<file path="config.mk">
export PLATFORM = sky130hd
export DESIGN_NAME = du_word_serializer
export DESIGN_NICKNAME = d
export VERILOG_FILES = /design/src/rtl/du_word_serializer.sv
export SDC_FILE = /design/constraint.sdc
export NUM_CORES = 1
export LEC_CHECK = 0
export BUFFER_PORTS_ARGS = -buffer_cell sky130_fd_sc_hd__buf_2
export CAP_MARGIN = 10
export CORE_AREA = 2 2 45 89
export CTS_CLUSTER_DIAMETER = 120
export DETAILED_ROUTE_END_ITERATION = 12
export DIE_AREA = 0 0 47 91
export PLACE_DENSITY = 0.75
export SLEW_MARGIN = 15
export SYNTH_ARGS = -nofsm -noshare
export SYNTH_HDL_FRONTEND = slang
export SYNTH_SLANG_ARGS = --single-unit
</file>
<file path="constraint.sdc">
create_clock -name i_clock -period 2.73 [get_ports i_clock]
set_clock_uncertainty 0.2 [all_clocks]
set_input_delay 0.273 -clock i_clock [delete_from_list [all_inputs] [get_ports i_clock]]
set_output_delay 0.273 -clock i_clock [all_outputs]
set_load 0.02 [all_outputs]
</file>
<file path="src/rtl/du_word_serializer.sv">
// du_word_serializer: splits a DWORD-wide word into BYTE-wide characters and
// hands them one at a time to a UART transmitter using a start/done handshake.
module du_word_serializer #(
    parameter int DWORD     = 32,
    parameter int BYTE      = 8,
    parameter int LSB_FIRST = 1
) (
    input  logic             i_clock,
    input  logic             i_reset,
    input  logic             i_word_valid,
    input  logic [DWORD-1:0] i_word,
    output logic             o_word_ready,
    output logic [BYTE-1:0]  o_tx_data,
    output logic             o_tx_start,
    input  logic             i_tx_done,
    output logic             o_busy,
    output logic             o_done
);
    localparam int NBYTES = DWORD / BYTE;
    localparam int IW     = NBYTES > 1 ? $clog2(NBYTES) : 1;

    typedef enum logic [1:0] {IDLE, START, WAIT, DONE} state_t;

    state_t           state, state_nx;
    logic [IW-1:0]    idx;
    logic [DWORD-1:0] sr;
    logic             last;

    assign last = idx == IW'(NBYTES - 1);

    always_ff @(posedge i_clock or posedge i_reset) begin
        if (i_reset) state <= IDLE;
        else         state <= state_nx;
    end

    // The outgoing byte always sits at the output end of the shift register,
    // so it stays put through WAIT and after DONE without a separate latch.
    always_ff @(posedge i_clock or posedge i_reset) begin
        if (i_reset) begin
            idx <= '0;
            sr  <= '0;
        end else if (state == IDLE && i_word_valid) begin
            idx <= '0;
            sr  <= i_word;
        end else if (state == WAIT && i_tx_done && !last) begin
            idx <= idx + 1'b1;
            sr  <= LSB_FIRST != 0 ? sr >> BYTE : sr << BYTE;
        end
    end

    always_comb begin
        state_nx = state;
        case (state)
            IDLE:    state_nx = i_word_valid ? START : IDLE;
            START:   state_nx = WAIT;
            WAIT:    state_nx = i_tx_done ? (last ? DONE : START) : WAIT;
            default: state_nx = IDLE;
        endcase
    end

    always_comb begin
        o_word_ready = state == IDLE;
        o_busy       = state != IDLE;
        o_tx_start   = state == START;
        o_done       = state == DONE;
        o_tx_data    = LSB_FIRST != 0 ? sr[BYTE-1:0] : sr[DWORD-1 -: BYTE];
    end
endmodule

</file>
After elaboration in Yosys (flattened, before gate mapping)
Cells that the tools add are included.
{ "classes": {"mux": 8, "bitwise_logic": 0, "div_mod_pow": 0, "eq_ne": 4, "n_reduce_logical": 7, "shift": 0, "addsub": 1, "order_cmp": 0, "multipliers": 0} }
{ "op_table": {"columns": ["operator", "n"], "rows": [
  ["$mux 32", 2],
  ["$mux 2", 4],
  ["$eq 2x2->1 const B", 3],
  ["$pmux 2 s3", 1],
  ["$reduce_bool 2->1", 2],
  ["$logic_and 1x1->1", 3],
  ["$add 2x1->2 const B", 1],
  ["$eq 2x1->1 const B", 1],
  ["$logic_not 2->1", 1],
  ["$logic_not 1->1", 1],
  ["$mux 1", 1]
]} }
{ "totals": {"ramBits": 0, "out_inout_bits": 12, "latch_bits": 0, "n_memories": 0, "romBits": 0, "inputBits": 36, "register_bits": 36, "elab_cells": 23} }

Logic depth before layout (Yosys ltp)
{ "logic_depth": {"word_depth": 5, "mapped_depth": 5, "mapped_depth_nobuf": 4} }

Least setup slack after synthesis
Ideal clock, no wire load.
{ "synth_path": {"kind": "flip-flop to flip-flop", "startpoint": "register state[1]", "endpoint": "register sr[20]", "period_less_slack_ns": 1.909, "arrival_time_ns": 1.581, "setup_ns": 0.128, "path_slack_ns": 0.821, "required_time_ns": 2.402, "path_stages_with_launch": 6, "n_path_buf": 2, "cell_sequence": "dfrtp_1 buf_4 nor3b_4 buf_6 mux2_1 mux2_1"} }
{ "synth_between": {"elab_chain_cells": 4, "elab_cells_between_ends": 7, "cone_classes": "1 x eq/ne; 1 x mux; 5 x reduce/logical"} }
{ "synth_rtl": {"columns": ["element", "line_no", "text"], "rows": [
  ["from (decl)", "24", "state_t state, state_nx;"],
  ["from (signal assigned)", "33", "else state <= state_nx;"],
  ["$eq 2x2->1", "45", "end else if (state == WAIT && i_tx_done && !last) begin"],
  ["$logic_and 1x1->1 (2 in series)", "45", null],
  ["$reduce_bool 2->1 (no source line)", null, null],
  ["to (signal assigned)", "44", "sr <= i_word;"],
  ["to (signal assigned)", "47", "sr <= LSB_FIRST != 0 ? sr >> BYTE : sr << BYTE;"],
  ["to (decl)", "26", "logic [DWORD-1:0] sr;"]
]} }
Several ways; a longest one is shown, not always the timed one.
A chain may end at the register's enable or synchronous reset.

Worst setup path in the final report
{ "layout_path": {"startpoint": "register state[1]", "endpoint": "register sr[11]"} }
Same word-level chain as after synthesis.

==> results.cfg <==
[status]
status = finished, final reports clean

[routing]
routed-wl-met3_um = 156
via_per_inst = 5.15
met2WireLength_mm = 1.70
drtAntennaViolNets = 0
wl_met1_mm = 1.27
drtPass1Iterations = 4
dr.first_iter.drc_count = 19
top_layer = met4
route.detailed.drc = 0
num_vias = 1163
wl_per_cell_um = 14.1
routed_wl_mm = 3.20

[timing]
setup_violations = 0
relSlewSlack = 0.657
finalCritPeriodShare = 0.775
fin_crit_ps = 2110
fin_setup_tns_ps = 0
rsz0062_at_grt = no
maxSlewViolCount = 0
hold_viol = 0
tightest_slew_ps = 514
fmax_mhz = 473

[yosys]
syn-num-nets = 170
synthDistinctLibCells = 22
ys_ff_latch = 36
ys_seq_area_frac = 0.500
postSynthAreaPerCell_um2 = 13.5
yosys_warnings = 0
syn_area_mm2 = 0.00180
syn_inst = 133

[global_route]
grt_pass1_vias = 1190
track_usage = 0.167
grt_max_degree = 33
antenna_found_initial = 0
overflow = 0
grt_pass1_wl_mm = 5.12

[setup_path]
reg2reg_from = state[1]
cp-end-kind = flip-flop
required_ps = 2700
r2r_setup_slack_ps = 620
path_common_cell = mux2_1
crit_path_max_incr_delay_ps = 490
cp_cell_sequence = nor3b_4, buf_4, mux2_1, mux2_1
crit_type = flip-flop to flip-flop
worst_r2r_path_depth = 4
worstReg2RegEnd = sr[11]
critPathTopFamily = multiplexers
critPathLaunchType = flip-flop
slowest_stage = dfrtp_1
cp_data_arrival_time_ps = 2080
path_buf_inv = 1
crit_path_max_fanout = 32

[die]
initial_core_util = 0.505
dieHeight_um = 91
rows = 31
die-area_mm2 = 0.00428
fp.dieW_um = 47
core-area_mm2 = 0.00357
io_pins = 48

[layout]
layout_commonest_cell = buf_2
fillers = 317
drive_above_1_share = 0.469
area_growth_pct = 16.7
multi_input_area_um2 = 767
seqCellArea_um2 = 901
insertedDiodeCount = 0
final_nets = 213
fin_area_mm2 = 0.00210
layout_common_cells = 47 x buf_2, 36 x dfrtp_1, 24 x mux2_1, 24 x mux2_2, 8 x a22o_1
utilization = 0.589

[min_path]
holdPathStages = 2
hold_end = sr[28]
min_from = i_word[28]
hp-class = input pin to flip-flop

[cts]
clockBufferDepth = 2
cts_sinks = 36
cts_post_setup_buffers_inserted = 0
clk_latency_ps = 290
ctsResizeCount = 0
cts_made_buffers = 5
h-tree-depth = 2
cts_tree = yes
clk_pin_slew_worst_paths_ps = 60
clockRootBuffer = clkbuf_8

[placement]
numPortBuffers = 47
dpl.hpwl_mm = 2.38
post_dp_cell_area_mm2 = 0.00200
gp_congestion = 0.702

[power]
p_per_area_mw_per_mm2 = 1110
leakagePower_nw = 1.03
ir_worst_vdd_uv = 582

[flow_run]
maxCapViolCount = 0
state kept, by name, summed over array words and instances, names as in the netlist:
register  cells
idx           2
sr           32
state         2
power breakdown:
part,internal [mW],switching (mW)
sequential,0.791,0.154
clock,0.206,0.176
combinational,0.538,0.461
per-layer routing:
metal / global-route usage / vias up
met2: 0.276 / 32
met3: 0.0477 / 7
met5: 0 / -
met4: 0.0833 / 0
met1: 0.180 / 576
li1: - / 548
worst reg2reg max path, delay by kind of cell, from the launching register on:
kind / cells / cell delay (ps)
buffers and inverters: 1 / 390
DFF: 1 / 490
and+or+nand+nor: 1 / 250
muxes: 2 / 680
worst max path at each step:
| stage | start | to | slack, ps | cells after the start |
|---|---|---|---|---|
| 5_1_grt | state[1] | sr[11] | 510 | 4 |
| 6_report | state[1] | sr[11] | 620 | 4 |
| 2_1_floorplan | state[1] | sr[20] | 820 | 5 |
| 3_5_place_dp | state[1] | sr[11] | 610 | 4 |
| 3_3_place_gp | state[1] | sr[20] | 700 | 4 |
| 4_1_cts | state[1] | sr[11] | 600 | 4 |
layout make-up:
| class | instances | share of cell area |
|---|---|---|
| Sequential cell | 36 | 0.429 |
| Multi-Input combinational cell | 78 | 0.365 |
| Timing Repair Buffer | 51 | 0.127 |
| Clock buffer | 8 | 0.0429 |
| Tap cell | 49 | 0.0292 |
| Inverter | 4 | 0.00714 |
metrics by stage:
stage | total power, mW | setup slack [ps] | hold slack, ps | std cells
global route | 2.49 | 508 | 6.89 | 226
detailed placement | 1.97 | 611 | 129 | 217
floorplan | 1.83 | 821 | 213 | 133
CTS | 2.36 | 603 | 1.67 | 226
finish | 2.32 | 616 | 8.74 | 226
global placement | 1.90 | 699 | 111 | 217
synth_stat cells:
| cell type | instances | area share |
|---|---|---|
| dfrtp_1 | 36 | 0.50 |
| mux2_1 | 24 | 0.15 |
| mux2_2 | 24 | 0.15 |
| buf_4 | 12 | 0.050 |
| a22o_1 | 8 | 0.039 |
| inv_1 | 4 | 0.0083 |
| nor2_1 | 4 | 0.0083 |
| o21ai_0 | 3 | 0.0083 |
| a21oi_1 | 2 | 0.0056 |
| buf_6 | 2 | 0.013 |
| nand2_1 | 2 | 0.0042 |
| nor4bb_1 | 2 | 0.011 |
| a21o_1 | 1 | 0.0042 |
| a21oi_2 | 1 | 0.0049 |
| buf_2 | 1 | 0.0028 |
| ha_1 | 1 | 0.0069 |
| nand2b_1 | 1 | 0.0035 |
| nand2b_4 | 1 | 0.0076 |
| nand3_1 | 1 | 0.0028 |
| nand3b_1 | 1 | 0.0042 |
| nor3b_4 | 1 | 0.010 |
| xnor2_1 | 1 | 0.0049 |
cell families (layout without fill, tap and decap cells):
logic type | Yosys count | after routing | synth area share
buffers and inverters | 19 | 63 | 0.0737
DFF | 36 | 36 | 0.500
muxes | 48 | 48 | 0.300
and+or+nand+nor | 13 | 13 | 0.0521
adders and majority gates | 1 | 1 | 0.00695
AOI/OAI and AO/OA | 15 | 15 | 0.0619
xor gates and xnor gates | 1 | 1 | 0.00487
timing repair:
action,4_1_cts,5_1_grt
setup endpoints to repair,0,0
endpoints found under the hold margin,13,0
hold buffers,1,0
(Power assumes the default switching activity.)
